File: src/rtl/mem_lsu.sv
// ----------------------------------------------------------------------------
// mem_lsu -- MEM-stage load/store unit in front of the unaligned-capable cache
//
// Accepts one RV64 load or store per transaction from the pipeline. It decodes
// funct3 into a cache byte count (value 0..7 means 1..8 bytes) and runs a
// four-phase req/ack handshake with the cache core. The returned load data is
// masked and sign- or zero-extended. The pipeline is stalled through
// o_lsu_busy while a transaction is outstanding.
//
// Optional feature (compile-time macro LSU_MISALIGN_TRAP_EN):
//   defined   : a LH/LW/LD (or SH/SW/SD) whose address is not aligned to the
//               access size goes straight to DONE. No cache request is
//               issued, and o_lsu_misalign is raised with o_lsu_done and a
//               zero result.
//   undefined : o_lsu_misalign is tied low. Every alignment is passed to the
//               cache core, which splits line-crossing accesses itself.
//
// Ports
//   clk, rst            clock; asynchronous active-low reset
//   i_lsu_valid         pipeline presents a memory op
//   i_lsu_op            0 = load, 1 = store
//   i_lsu_funct3        RV64 funct3
//   i_lsu_addr          byte address, any alignment
//   i_lsu_wdata         right-aligned store data
//   o_lsu_ready         high in IDLE; accept = i_lsu_valid & o_lsu_ready
//   o_lsu_busy          stall request (REQ / RELEASE / DONE)
//   o_lsu_done          one-cycle completion pulse
//   o_lsu_rdata         extended load result with o_lsu_done, 0 for stores
//   o_lsu_misalign      misaligned-access flag with o_lsu_done
//   o_cache_top_*       request side of the cache handshake
//   i_cache_top_rdata   cache read data; only the low bytes are meaningful
//   i_cache_top_ack     cache acknowledge
// ----------------------------------------------------------------------------
module mem_lsu #(
    parameter int ADDR_W = 64
) (
    input  logic              clk,
    input  logic              rst,
    input  logic              i_lsu_valid,
    input  logic              i_lsu_op,
    input  logic [2:0]        i_lsu_funct3,
    input  logic [ADDR_W-1:0] i_lsu_addr,
    input  logic [ADDR_W-1:0] i_lsu_wdata,
    output logic              o_lsu_ready,
    output logic              o_lsu_busy,
    output logic              o_lsu_done,
    output logic [ADDR_W-1:0] o_lsu_rdata,
    output logic              o_lsu_misalign,
    output logic [ADDR_W-1:0] o_cache_top_addr,
    output logic [ADDR_W-1:0] o_cache_top_wdata,
    output logic [2:0]        o_cache_top_bytes,
    output logic              o_cache_top_op,
    output logic              o_cache_top_req,
    input  logic [ADDR_W-1:0] i_cache_top_rdata,
    input  logic              i_cache_top_ack
);

    typedef enum logic [1:0] {
        S_IDLE,
        S_REQ,
        S_RELEASE,
        S_DONE
    } state_t;

    // Byte count minus one. A store with funct3[2] set is illegal and is
    // treated as SD-size. Load funct3 3'b111 already lands on size 7 through
    // funct3[1:0].
    function automatic logic [2:0] decode_bytes(input logic op, input logic [2:0] f3);
        logic [2:0] b;
        case (f3[1:0])
            2'd0:    b = 3'd0;
            2'd1:    b = 3'd1;
            2'd2:    b = 3'd3;
            default: b = 3'd7;
        endcase
        if (op && f3[2]) begin
            b = 3'd7;
        end
        return b;
    endfunction

    // Masks the raw cache data to bytes+1 bytes, then extends it. The byte
    // count only ever takes the values 0, 1, 3 and 7. Full width needs no
    // extension.
    function automatic logic [ADDR_W-1:0] load_extend(input logic [ADDR_W-1:0] raw,
                                                      input logic [2:0]        bytes,
                                                      input logic              uns);
        logic [ADDR_W-1:0] res;
        case (bytes)
            3'd0:    res = uns ? {{(ADDR_W-8){1'b0}}, raw[7:0]}
                               : {{(ADDR_W-8){raw[7]}}, raw[7:0]};
            3'd1:    res = uns ? {{(ADDR_W-16){1'b0}}, raw[15:0]}
                               : {{(ADDR_W-16){raw[15]}}, raw[15:0]};
            3'd3:    res = uns ? {{(ADDR_W-32){1'b0}}, raw[31:0]}
                               : {{(ADDR_W-32){raw[31]}}, raw[31:0]};
            default: res = raw;
        endcase
        return res;
    endfunction

`ifdef LSU_MISALIGN_TRAP_EN
    function automatic logic is_misaligned(input logic [2:0] bytes, input logic [2:0] addr_lo);
        logic mis;
        case (bytes)
            3'd1:    mis = addr_lo[0];
            3'd3:    mis = |addr_lo[1:0];
            3'd7:    mis = |addr_lo;
            default: mis = 1'b0;
        endcase
        return mis;
    endfunction
`endif

    state_t            state_q,    state_d;
    logic [ADDR_W-1:0] addr_q,     addr_d;
    logic [ADDR_W-1:0] wdata_q,    wdata_d;
    logic [2:0]        bytes_q,    bytes_d;
    logic              op_q,       op_d;
    logic              load_uns_q, load_uns_d;
    logic              req_q,      req_d;
    logic [ADDR_W-1:0] raw_q,      raw_d;
    logic [ADDR_W-1:0] rdata_q,    rdata_d;
    logic              ready_q,    ready_d;
    logic              busy_q,     busy_d;
    logic              done_q,     done_d;
`ifdef LSU_MISALIGN_TRAP_EN
    logic              misalign_q, misalign_d;
    logic [2:0]        acc_bytes;
`endif

`ifdef LSU_MISALIGN_TRAP_EN
    assign acc_bytes = decode_bytes(i_lsu_op, i_lsu_funct3);
`endif

    always_comb begin
        state_d    = state_q;
        addr_d     = addr_q;
        wdata_d    = wdata_q;
        bytes_d    = bytes_q;
        op_d       = op_q;
        load_uns_d = load_uns_q;
        req_d      = req_q;
        raw_d      = raw_q;
        rdata_d    = rdata_q;
        ready_d    = ready_q;
        busy_d     = busy_q;
        done_d     = done_q;
`ifdef LSU_MISALIGN_TRAP_EN
        misalign_d = misalign_q;
`endif
        case (state_q)
            S_IDLE: begin
                if (i_lsu_valid) begin
                    addr_d     = i_lsu_addr;
                    wdata_d    = i_lsu_wdata;
                    bytes_d    = decode_bytes(i_lsu_op, i_lsu_funct3);
                    op_d       = i_lsu_op;
                    load_uns_d = i_lsu_funct3[2];
                    rdata_d    = '0;
                    ready_d    = 1'b0;
                    busy_d     = 1'b1;
`ifdef LSU_MISALIGN_TRAP_EN
                    if (is_misaligned(acc_bytes, i_lsu_addr[2:0])) begin
                        // Trap path: skip the cache and complete next cycle.
                        state_d    = S_DONE;
                        done_d     = 1'b1;
                        misalign_d = 1'b1;
                    end else begin
                        state_d = S_REQ;
                        req_d   = 1'b1;
                    end
`else
                    state_d = S_REQ;
                    req_d   = 1'b1;
`endif
                end
            end
            S_REQ: begin
                // The cache outputs stay frozen until the cache acknowledges.
                if (i_cache_top_ack) begin
                    raw_d   = i_cache_top_rdata;
                    req_d   = 1'b0;
                    state_d = S_RELEASE;
                end
            end
            S_RELEASE: begin
                // The cache drops ack only after req has fallen. Its data bus
                // may already be junk here, so the captured raw_q is used.
                if (!i_cache_top_ack) begin
                    rdata_d = op_q ? '0 : load_extend(raw_q, bytes_q, load_uns_q);
                    done_d  = 1'b1;
                    state_d = S_DONE;
                end
            end
            S_DONE: begin
                done_d  = 1'b0;
                busy_d  = 1'b0;
                ready_d = 1'b1;
`ifdef LSU_MISALIGN_TRAP_EN
                misalign_d = 1'b0;
`endif
                state_d = S_IDLE;
            end
            default: begin
                state_d = S_IDLE;
                req_d   = 1'b0;
                done_d  = 1'b0;
                busy_d  = 1'b0;
                ready_d = 1'b1;
            end
        endcase
    end

    always_ff @(posedge clk or negedge rst) begin
        if (!rst) begin
            state_q    <= S_IDLE;
            addr_q     <= '0;
            wdata_q    <= '0;
            bytes_q    <= '0;
            op_q       <= 1'b0;
            load_uns_q <= 1'b0;
            req_q      <= 1'b0;
            raw_q      <= '0;
            rdata_q    <= '0;
            ready_q    <= 1'b1;
            busy_q     <= 1'b0;
            done_q     <= 1'b0;
`ifdef LSU_MISALIGN_TRAP_EN
            misalign_q <= 1'b0;
`endif
        end else begin
            state_q    <= state_d;
            addr_q     <= addr_d;
            wdata_q    <= wdata_d;
            bytes_q    <= bytes_d;
            op_q       <= op_d;
            load_uns_q <= load_uns_d;
            req_q      <= req_d;
            raw_q      <= raw_d;
            rdata_q    <= rdata_d;
            ready_q    <= ready_d;
            busy_q     <= busy_d;
            done_q     <= done_d;
`ifdef LSU_MISALIGN_TRAP_EN
            misalign_q <= misalign_d;
`endif
        end
    end

    assign o_lsu_ready       = ready_q;
    assign o_lsu_busy        = busy_q;
    assign o_lsu_done        = done_q;
    assign o_lsu_rdata       = rdata_q;
    assign o_cache_top_addr  = addr_q;
    assign o_cache_top_wdata = wdata_q;
    assign o_cache_top_bytes = bytes_q;
    assign o_cache_top_op    = op_q;
    assign o_cache_top_req   = req_q;
`ifdef LSU_MISALIGN_TRAP_EN
    assign o_lsu_misalign    = misalign_q;
`else
    assign o_lsu_misalign    = 1'b0;
`endif

endmodule

File: config.mk
export PLATFORM = sky130hd
export DESIGN_NAME = mem_lsu
export DESIGN_NICKNAME = d
export VERILOG_FILES = /design/src/rtl/mem_lsu.sv
export SDC_FILE = /design/constraint.sdc
export NUM_CORES = 1
export LEC_CHECK = 0
export ABC_AREA = 0
export BUFFER_PORTS_ARGS = -buffer_cell sky130_fd_sc_hd__buf_4
export CAP_MARGIN = 30
export CORE_AREA = 3 3 154 156
export CTS_CLUSTER_DIAMETER = 60
export DETAILED_ROUTE_END_ITERATION = 8
export DIE_AREA = 0 0 157 159
export PLACE_DENSITY = 0.83
export SLEW_MARGIN = 20
export SYNTH_ARGS = -nofsm -noshare
export SYNTH_HDL_FRONTEND = slang
export SYNTH_SLANG_ARGS = --single-unit
File: constraint.sdc
create_clock -name clk -period 2.05 [get_ports clk]
set_input_delay 0.3075 -clock clk [delete_from_list [all_inputs] [get_ports clk]]
set_output_delay 0.3075 -clock clk [all_outputs]
set_load 0.02 [all_outputs]
# Word level (Yosys, flattened, before mapping)
# Cells that the tools add are included.
[op_classes]
eq_ne = 10
n_reduce_logical = 15
muxes = 22
[ops]
columns = ["cell", "n"]
rows = [
  ["2-to-1 mux 64 bit", 6],
  ["one-hot mux 64 bit (3 select lines)", 1],
  ["one-hot mux 64 bit (2 select lines)", 1],
  ["one-hot mux 3 bit (3 select lines)", 1],
  ["AND reduction 3 bit", 3],
  ["one-hot mux 1 bit (2 select lines)", 4],
  ["one-hot mux 2 bit (4 select lines)", 1],
  ["AND reduction 2 bit", 4],
  ["nonzero test 2 bit", 4],
  ["equality test 2 bit (second input constant)", 3],
  ["2-to-1 mux 2 bit", 3],
  ["!= test 2 bit (second input constant)", 3],
  ["equality test 2 x 1 -> 1 bit (second input constant)", 2],
  ["logical NOT 2 bit", 2],
  ["2-to-1 mux 1 bit", 4],
  ["equality test 3 x 1 -> 1 bit (second input constant)", 1],
  ["equality test 3 x 2 -> 1 bit (second input constant)", 1],
  ["logical NOT 3 bit", 1],
  ["2-to-1 mux 3 bit", 1],
  ["logical AND 1 bit", 1],
]
[word_totals]
ff_bits = 267
elab_cells = 59
out_inout_bits = 201
in_bits = 200

# Depth between registers and ports, before layout
# Gate-level depths: netlist (run 1).
[logic_depth]
word_depth = 5
mapped_depth = 9
depth_no_buf = 6

# Worst setup path after synthesis (run 1)
# OpenSTA, ideal clock, no wires.
[synth_timing]
path_kind = "reg-to-reg"
from = "register state_q[0]"
to = "register addr_q[0] (netlist: o_cache_top_addr[0])"
setup_ps = 125
slack_ps = 220
path_stages_with_launch = 8
synth_period_minus_slack_ps = 1830
t_arrival_ps = 1705
required_ps = 1925
path_buffers = 3
cell_sequence = "dfrtp_1 > inv_1 > ha_1 > buf_2 > nand2_1 > buf_2 > buf_2 > mux2_2"
[synth_via]
elab_chain_cells = 2
[synth_rtl]
columns = ["element", "line", "text"]
rows = [
  ["start: declaration", "114", "state_t state_q, state_d;"],
  ["start signal: assignment", "232", "state_q <= state_d;"],
  ["logical NOT 2 bit", "151", "case (state_q)"],
  ["AND reduction 2 bit (no source line)", "-", ""],
  ["end signal: assignment", "233", "addr_q <= addr_d;"],
  ["end: declaration", "115", "logic [ADDR_W-1:0] addr_q, addr_d;"],
]
# Every way passes these cells.
# A chain may end at the register's enable or synchronous reset.

# Worst setup path in the final report (run 1)
[layout_timing]
from = "register state_q[0]"
to = "register rdata_q[32] (netlist: o_lsu_rdata[32])"
[layout_via]
elab_chain_cells = 3
elab_cells_between_ends = 7
classes_between = "3 x eq/ne; 1 x mux; 3 x reduce/logical"
[layout_rtl]
columns = ["element", "line", "text"]
rows = [
  ["equality test 2 bit or logical NOT 2 bit (tied branches)", "151", ""],
  ["!= test 2 bit (no source line) or nonzero test 2 bit (tied branches)", "-", ""],
  ["AND reduction 3 bit (no source line)", "-", ""],
  ["end signal: assignment", "240", "rdata_q <= rdata_d;"],
  ["end: declaration", "122", "logic [ADDR_W-1:0] rdata_q, rdata_d;"],
]
# Parallel ways exist; a longest one is shown, timed or not.

==> results of run 1 <==
## state kept, by name, indices dropped and copies added, names as in the netlist
register and cells:
load_uns_q 1, raw_q 64, state_q 2, o_cache_top_bytes 3, o_cache_top_wdata 64, o_cache_top_op 1, o_lsu_rdata 64, o_lsu_done 1
o_cache_top_req 1, o_cache_top_addr 64, o_lsu_busy 1, o_lsu_ready 1
## through the flow
step | util, % | setup slack [ns]
floorplan | - | 0.220
CTS | 73.9 | 0.0929
global route | 74.0 | 0.0850
global placement | 61.5 | 0.181
detailed placement | 61.5 | 0.0989
finish | 74.0 | 0.190
## cells by family after synthesis
group           share of synthesized area (%)
fa+ha+maj                               0.602
mux                                      21.5
buf+inv                                  2.44
other cells                            0.0361
simple gates                             4.26
compound gates                           6.79
flops                                    64.3
## power groups by stage
| stage | logic [uW] | registers (uW) | clock network [uW] |
|---|---|---|---|
| global route | 13200 | 9950 | 5700 |
| detailed placement | 12000 | 9550 | 0 |
| global placement | 11700 | 9390 | 0 |
| finish | 12500 | 9690 | 5410 |
| CTS | 12300 | 9500 | 5440 |
| floorplan | 4370 | 11700 | 0 |
## final cells by class
type / count / area, sq um
clock inverters: 10 / 121
well taps: 285 / 357
repair buffers: 602 / 5120
fillers: 1327 / 5850
inverters: 6 / 22.5
flip-flops and latches: 267 / 6680
diodes: 3 / 7.51
clock buffers: 42 / 867
multi-input cells: 417 / 3480
## critical path: stages, from the launching register on
cell,delay (ns)
dfrtp_1,0.42
inv_1,0.12
ha_2,0.29
nand2b_1,0.17
and3_1,0.25
o21ai_4,0.07
buf_12,0.26
o21ai_0,0.14
## layout by cell type (no fill, tap or decap), types with 2 or more instances in the layout
cell	count
dfrtp_1	266
diode_2	3
clkbuf_8	5
a22oi_1	2
nand2_1	62
a21oi_1	27
ha_1	4
dlygate4sd3_1	181
bufinv_16	2
mux2i_1	3
buf_4	409
a22o_1	9
o21ai_2	30
o21ai_1	9
buf_12	11
o21ai_0	23
inv_1	6
nor2_1	35
mux2_2	196
clkbuf_1	6
clkinv_2	3
inv_6	4
clkbuf_16	31
## timing repair
| action | 4_1_cts | 5_1_grt |
|---|---|---|
| hold buffers | 180 | 1 |
| endpoints found under the setup margin | 0 | 9 |
| hold endpoints to repair | 222 | 1 |
| gates resized for setup | 0 | 1 |
## routing by layer
metal	up-vias	part of all wire, %
li1	3734	-
met1	4132	36
met2	372	52
met3	105	6.1
met4	0	5.8
met5	-	0
## how the worst max path moves through the flow
stage	endpoint	from	slack (ns)	cells after the start
after global placement	o_lsu_rdata[63]	state_q[0]	0.18	7
after detailed placement	o_lsu_rdata[32]	state_q[0]	0.1	7
after CTS	o_lsu_rdata[32]	state_q[0]	0.09	7
after global routing	o_lsu_rdata[63]	state_q[1]	0.08	7
final	o_lsu_rdata[32]	state_q[0]	0.19	7
after floorplan	o_cache_top_addr[0]	state_q[0]	0.22	7
==> flow_metrics.py, run 1 <==
metrics = {
    "logic_synthesis": {
        "synth.net_count": 938,
        "synth_top_area_share_pct": 64.1,
        "async_flop_share_pct": 100,
        "synth.largest_area_cell": "dfrtp_1",
        "synth.most_common_cell": "dfrtp_1",
        "synth_seq_area_share_pct": 64.3,
        "synthTopCellsByArea": "dfrtp_1, mux2_2, o21ai_2",
        "ys_ff_latch": 267,
        "syn_area_per_cell_sq_um": 14.2,
        "synthFlopType": "dfrtp_1",
        "ys_top_cells_by_count": "dfrtp_1, mux2_2, nand2_1, nor2_1, o21ai_2",
        "synthCells": 733,
        "synthDistinctLibCells": 31,
        "syn_area_sq_um": 10400,
        "synth_edf_count": 0,
        "yosysWarnings": 0,
    },
    "die": {
        "initial_utilization_pct": 46.2,
        "fp.coreArea_sq_um": 22500,
        "io_pins": 401,
        "row_count": 55,
        "die_y_microns": 159,
        "die_w_microns": 157,
        "die_area_sq_um": 25000,
    },
    "route": {
        "drt_iter0_drc": 377,
        "drtPass1Iterations": 4,
        "ant_nets": 0,
        "via_count": 8343,
        "route.detailed.drc": 0,
        "routed_wl_microns": 35100,
        "post_drt_wl_per_cell_microns": 21.5,
        "drt-vias-per-instance": 5.11,
    },
    "global_route": {
        "grt-ovfl-total": 0,
        "use_met2_pct": 48.5,
        "grt_antenna_before_repair": 3,
        "track_usage_pct": 27.5,
        "grt_start_max_net_pins": 61,
        "grt_pass1_wl_microns": 53400,
        "grtUsageMet1_pct": 31.1,
        "grt_pass1_vias": 9487,
        "globalRouteMet3Util_pct": 6.50,
        "grt-busiest-layer": "met2",
    },
    "pwr": {
        "ir_worst_vdd_uv": 1290,
        "switchingPower_uw": 10600,
        "cellLeakagePower_uw": 0.00800,
        "internal_power_uw": 17000,
        "sw_frac_of_total_pct": 38.5,
        "p_per_area_nw_per_um2": 1660,
        "power_uw": 27600,
        "p_seq_share_pct": 35.1,
        "clock_power_share_pct": 19.6,
        "combPwrFrac_pct": 45.2,
    },
    "timing": {
        "period_needed_ns": 1.86,
        "final.setup.tns_ns": 0,
        "rsz0062_at_grt": "false",
        "slew_violations": 0,
        "finalClockSkew_ns": 0.0193,
        "finalHoldWorstSlack_ns": 0.0135,
        "finalCritPeriodShare_pct": 90.7,
        "max_freq_mhz": 538,
        "hold_violations": 0,
        "setup_violations": 0,
    },
    "worst_setup_path": {
        "worstSetupPathType": "flop to flop",
        "cp.arrival_ns": 2.27,
        "regToRegSetupSlack_ns": 0.19,
        "critPathMaxFanout": 32,
        "start_kind": "flop",
        "timing.rr.start": "state_q[0]",
        "r2r_cells": 7,
        "worstPathRequired_ns": 2.46,
        "end_kind": "flop",
        "critical_path.reg2reg.endpoint": "o_lsu_rdata[32]",
    },
    "clock_network": {
        "cts_setup_buffers": 0,
        "clkLatencyLatePin_ns": 0.55,
        "cts.path.max_buffers": 3,
        "clk_pin_slew_worst_paths_ns": 0.06,
        "cts_buffers": 30,
        "cts_tree": "done",
        "cts.sinks": 267,
        "htreeDepth": 1,
        "root_buffer": "clkbuf_16",
    },
    "placed_design": {
        "globalplace.congestion": 0.794,
        "io_buffers": 399,
        "dpl.hpwl_microns": 21300,
        "placed_cell_area_sq_um": 13800,
        "place_inst": 1396,
    },
    "final_layout": {
        "stdcell_count": 1632,
        "drive_above_1_share_pct": 52.2,
        "final_net_count": 1529,
        "fin_area_sq_um": 16700,
        "syn_to_final_growth_pct": 60.3,
    },
    "min_path": {
        "min_delay_path_depth": 2,
        "min-delay-start": "i_cache_top_rdata[15]",
        "min_path_type": "input pin to flop",
        "holdPathEnd": "raw_q[15]",
    },
    "flow_run": {
        "drv_cap": 0,
    },
    "outcome": {
        "status": "finished clean",
    },
}
(Power assumes the default switching activity.)
==> inputs of run 2 (changes only) <==
--- a/config.mk
+++ b/config.mk
@@ -8,11 +8,11 @@
 export ABC_AREA = 0
 export BUFFER_PORTS_ARGS = -buffer_cell sky130_fd_sc_hd__buf_4
 export CAP_MARGIN = 30
-export CORE_AREA = 3 3 154 156
+export CORE_MARGIN = 3
+export CORE_UTILIZATION = 35
 export CTS_CLUSTER_DIAMETER = 60
 export DETAILED_ROUTE_END_ITERATION = 8
-export DIE_AREA = 0 0 157 159
-export PLACE_DENSITY = 0.83
+export PLACE_DENSITY = 0.68
 export SLEW_MARGIN = 20
 export SYNTH_ARGS = -nofsm -noshare
 export SYNTH_HDL_FRONTEND = slang
==> flow_metrics.py, run 2 (synthesis results as in run 1) <==
metrics = {
    "die": {
        "die_w_microns": 178,
        "die_area_sq_um": 31800,
        "die_y_microns": 178,
        "io_pins": 401,
        "fp.coreArea_sq_um": 29000,
        "row_count": 62,
        "initial_utilization_pct": 35.8,
    },
    "clock_network": {
        "cts_setup_buffers": 0,
        "clkLatencyLatePin_ns": 0.54,
        "cts.path.max_buffers": 3,
        "cts.sinks": 267,
        "htreeDepth": 1,
        "root_buffer": "clkbuf_16",
        "cts_tree": "done",
        "clk_pin_slew_worst_paths_ns": 0.06,
        "cts_hold_buf": 192,
        "cts_buffers": 31,
        "cts_resized": 0,
    },
    "min_path": {
        "min-delay-start": "i_cache_top_rdata[61]",
        "min_path_type": "input pin to flop",
    },
    "final_layout": {
        "layout_common_cells": "buf_4, dfrtp_1, mux2_2",
        "antenna_cells": 0,
        "final_common_cell": "buf_4",
        "drive_above_1_share_pct": 52.0,
        "syn_to_final_growth_pct": 63.6,
        "stdcell_count": 1750,
        "fillers": 2246,
        "final_net_count": 1550,
    },
    "timing": {
        "rsz0062_at_grt": "false",
        "hold_violations": 0,
        "setup_violations": 0,
        "finalClockSkew_ns": 0.0119,
        "slew_violations": 0,
        "max_freq_mhz": 545,
        "worst_slew_pin_slew_ns": 0.579,
        "final.setup.tns_ns": 0,
        "period_needed_ns": 1.83,
        "max_slew_margin_pct": 61.4,
        "finalCritPeriodShare_pct": 89.4,
    },
    "route": {
        "drtPass1Iterations": 4,
        "route.detailed.drc": 0,
        "routed_wl_microns": 31900,
        "drt-vias-per-instance": 4.68,
        "ant_nets": 0,
        "via_count": 8194,
        "drt_iter0_drc": 300,
        "post_drt_wl_per_cell_microns": 18.2,
    },
    "placed_design": {
        "globalplace.congestion": 0.752,
        "dpl.hpwl_microns": 20600,
        "place_inst": 1503,
        "io_buffers": 399,
    },
    "worst_setup_path": {
        "worstPathRequired_ns": 2.45,
        "crit_path_end": "o_lsu_rdata[63]",
        "start_kind": "flop",
        "cp.arrival_ns": 2.24,
        "end_kind": "flop",
        "regToRegSetupSlack_ns": 0.22,
        "critPathMaxFanout": 32,
        "r2r_cells": 7,
        "startpoint": "state_q[0]",
        "worstSetupPathType": "flop to flop",
        "timing.rr.start": "state_q[0]",
        "critical_path.reg2reg.endpoint": "o_lsu_rdata[63]",
    },
    "outcome": {
        "status": "finished clean",
    },
    "global_route": {
        "grt_antenna_before_repair": 0,
        "track_usage_pct": 19.4,
        "grt_pass1_wl_microns": 49100,
        "grt-ovfl-total": 0,
        "grt_start_max_net_pins": 68,
        "grt_pass1_vias": 9024,
    },
    "pwr": {
        "cellLeakagePower_uw": 0.00812,
        "p_per_area_nw_per_um2": 1600,
        "ir_worst_vdd_uv": 952,
    },
    "flow_run": {
        "drv_cap": 0,
    },
}
-- run 2: cell types whose count changed in the layout (fill, tap and decap cells not counted), moves of 2 or more --
cell           change
buf_12             +3
dlygate4sd3_1     +12
diode_2            -3
buf_4              +5
clkinv_2           +2
-- run 2: per-layer routing --
| layer | track usage (%) | routed length, microns | up-vias |
|---|---|---|---|
| met4 | 6.43 | 1180 | 0 |
| met5 | 0 | 0 | - |
| met1 | 23.7 | 12500 | 4024 |
| li1 | - | - | 3769 |
| met2 | 33.7 | 16000 | 327 |
| met3 | 4.68 | 2220 | 74 |
-- run 2: worst min path at each step --
stage	depth (start not counted)	slack [ns]	end
floorplan	0	0.01	load_uns_q
global placement	1	0.33	o_lsu_rdata[2]
detailed placement	1	0.32	o_lsu_rdata[2]
CTS	2	0.004	raw_q[61]
global route	2	0.008	raw_q[61]
finish	2	0.04	raw_q[61]
-- run 2: final cells by class --
| cell class | instances | area [sq um] | share of cell area (%) |
|---|---|---|---|
| flip-flops and latches | 267 | 6680 | 39.3 |
| repair buffers | 622 | 5340 | 31.4 |
| multi-input cells | 417 | 3490 | 20.5 |
| clock buffers | 43 | 871 | 5.12 |
| well taps | 384 | 480 | 2.83 |
| clock inverters | 11 | 120 | 0.707 |
| inverters | 6 | 22.5 | 0.132 |
-- run 2: power breakdown --
group	leakage [uW]	internal, uW	switching (uW)
registers	0.00328	7970	1570
clock network	0.000492	3200	2140
logic	0.00435	5890	6440
-- run 2: critical path, stage by stage (launching register included) --
cell and delay (ns):
dfrtp_1 0.41, inv_1 0.12, ha_1 0.25, nand2b_1 0.16
and3_1 0.25, o21ai_4 0.08, buf_12 0.25, o21ai_0 0.15
-- run 2: through the flow --
step                      worst slack, ns  total power, uW  util, %  instance area [sq um]  hold slack [ns]
after floorplan                     0.220            16100        -                  10400           0.0119
after global placement              0.318            21300     48.5                  14100            0.326
after detailed placement            0.196            21600     48.5                  14100            0.324
after CTS                           0.187            27400     58.6                  17000          0.00362
after global routing               0.0819            28700     58.6                  17000          0.00777
final                               0.217            27200     58.6                  17000           0.0404
==> inputs of run 3 (changes only) <==
--- a/config.mk
+++ b/config.mk
@@ -9,10 +9,10 @@
 export BUFFER_PORTS_ARGS = -buffer_cell sky130_fd_sc_hd__buf_4
 export CAP_MARGIN = 30
 export CORE_MARGIN = 3
-export CORE_UTILIZATION = 35
+export CORE_UTILIZATION = 25
 export CTS_CLUSTER_DIAMETER = 60
 export DETAILED_ROUTE_END_ITERATION = 8
-export PLACE_DENSITY = 0.68
+export PLACE_DENSITY = 0.54
 export SLEW_MARGIN = 20
 export SYNTH_ARGS = -nofsm -noshare
 export SYNTH_HDL_FRONTEND = slang
==> flow_metrics.py, run 3 (synthesis results as in run 1) <==
metrics = {
    "outcome": {
        "status": "finished clean",
    },
    "worst_setup_path": {
        "critPathMaxFanout": 32,
        "regToRegSetupSlack_ns": 0.17,
        "crit_path_end": "o_lsu_rdata[32]",
        "worstPathRequired_ns": 2.44,
        "timing.rr.start": "state_q[0]",
        "worstSetupPathType": "flop to flop",
        "startpoint": "state_q[0]",
        "r2r_cells": 7,
        "start_kind": "flop",
        "cp.arrival_ns": 2.26,
        "critical_path.reg2reg.endpoint": "o_lsu_rdata[32]",
        "end_kind": "flop",
    },
    "timing": {
        "period_needed_ns": 1.88,
        "rsz0062_at_grt": "false",
        "worst_slew_pin_slew_ns": 0.546,
        "final.setup.tns_ns": 0,
        "finalHoldWorstSlack_ns": 0.0473,
        "finalCritPeriodShare_pct": 91.5,
        "max_slew_margin_pct": 63.6,
        "finalClockSkew_ns": 0.00951,
        "slew_violations": 0,
        "max_freq_mhz": 533,
        "hold_violations": 0,
        "setup_violations": 0,
    },
    "route": {
        "drt_iter0_drc": 242,
        "drt-vias-per-instance": 4.27,
        "via_count": 8100,
        "ant_nets": 0,
        "route.detailed.drc": 0,
        "drtPass1Iterations": 4,
        "post_drt_wl_per_cell_microns": 17.6,
        "routed_wl_microns": 33300,
    },
    "global_route": {
        "grt-busiest-layer": "met2",
        "grt-ovfl-total": 0,
        "grt_pass1_wl_microns": 51900,
        "grtUsageMet1_pct": 18.1,
        "grt_antenna_before_repair": 6,
        "globalRouteMet3Util_pct": 5.41,
        "grt_pass1_vias": 9056,
        "track_usage_pct": 15.0,
        "use_met2_pct": 24.9,
        "grt_start_max_net_pins": 65,
    },
    "final_layout": {
        "final_core_util_pct": 42.0,
        "drive_above_1_share_pct": 51.9,
        "syn_to_final_growth_pct": 65.3,
        "fillers": 3787,
        "final_common_cell": "buf_4",
        "stdcell_count": 1896,
        "final_net_count": 1545,
        "layout_common_cells": "buf_4, dfrtp_1, mux2_2",
    },
    "clock_network": {
        "htreeDepth": 2,
        "cts_tree": "done",
        "clkLatencyLatePin_ns": 0.52,
        "cts_buffers": 34,
        "cts.path.max_buffers": 3,
        "cts.sinks": 267,
        "root_buffer": "clkbuf_16",
        "clk_pin_slew_worst_paths_ns": 0.05,
    },
    "pwr": {
        "cellLeakagePower_uw": 0.00810,
        "p_per_area_nw_per_um2": 1600,
        "ir_worst_vdd_uv": 995,
        "power_uw": 27400,
    },
    "placed_design": {
        "place_inst": 1646,
        "globalplace.congestion": 0.747,
        "dpl.hpwl_microns": 22800,
        "io_buffers": 399,
    },
    "die": {
        "die_y_microns": 210,
        "row_count": 74,
        "initial_utilization_pct": 25.4,
        "die_area_sq_um": 44000,
        "die_w_microns": 210,
        "fp.coreArea_sq_um": 40900,
        "io_pins": 401,
    },
    "flow_run": {
        "drv_cap": 0,
    },
    "min_path": {
        "min_path_type": "input pin to flop",
        "min-delay-start": "i_cache_top_rdata[4]",
    },
}
run 3: critical path, stage by stage (launching register included):
cell,delay (ns)
dfrtp_1,0.41
inv_1,0.12
ha_2,0.29
nand2b_1,0.17
and3_1,0.24
o21ai_4,0.07
buf_12,0.24
o21ai_0,0.13
run 3: layer usage:
metal,wire length [microns],vias up,part of all wire (%)
li1,-,3759,-
met1,13800,3991,41
met2,16000,294,48
met3,2730,48,8.2
met4,704,8,2.1
met5,49,-,0.15
run 3: worst min-delay path by stage:
stage,end,slack (ns),cells past startpoint
2_1_floorplan,load_uns_q,0.01,0
3_3_place_gp,o_lsu_rdata[51],0.30,1
3_5_place_dp,o_lsu_rdata[45],0.31,1
4_1_cts,raw_q[4],0.0005,2
5_1_grt,o_cache_top_addr[18],0.02,2
6_report,raw_q[4],0.05,2
run 3: final cells by class:
cell class,count,area [sq um],area share (%)
Antenna cell,2,5.00,0.0291
Clock buffer,52,1030,6.01
Clock inverter,6,45.0,0.262
Inverter,6,22.5,0.131
Multi-Input combinational cell,417,3490,20.3
Sequential cell,267,6680,38.9
Tap cell,532,666,3.88
Timing Repair Buffer,614,5230,30.5
run 3: where the power goes:
group	total, uW	switching (uW)	internal, uW	leakage, uW
Sequential	9520	1550	7970	0.00328
Clock	5740	2260	3480	0.000528
Combinational	12200	6410	5780	0.00429
run 3: timing repair:
item	CTS	global route
hold buffers	190	0
setup endpoints to repair	0	33
buffers inserted	0	0
resized for setup	0	1
hold endpoints to repair	237	0
run 3: per-stage QoR:
stage | area, sq um | setup slack [ns]
after floorplan | 10400 | 0.220
after global placement | 14200 | 0.121
after detailed placement | 14200 | 0.0706
after CTS | 17200 | 0.0684
after global routing | 17200 | 0.0315
final | 17200 | 0.175
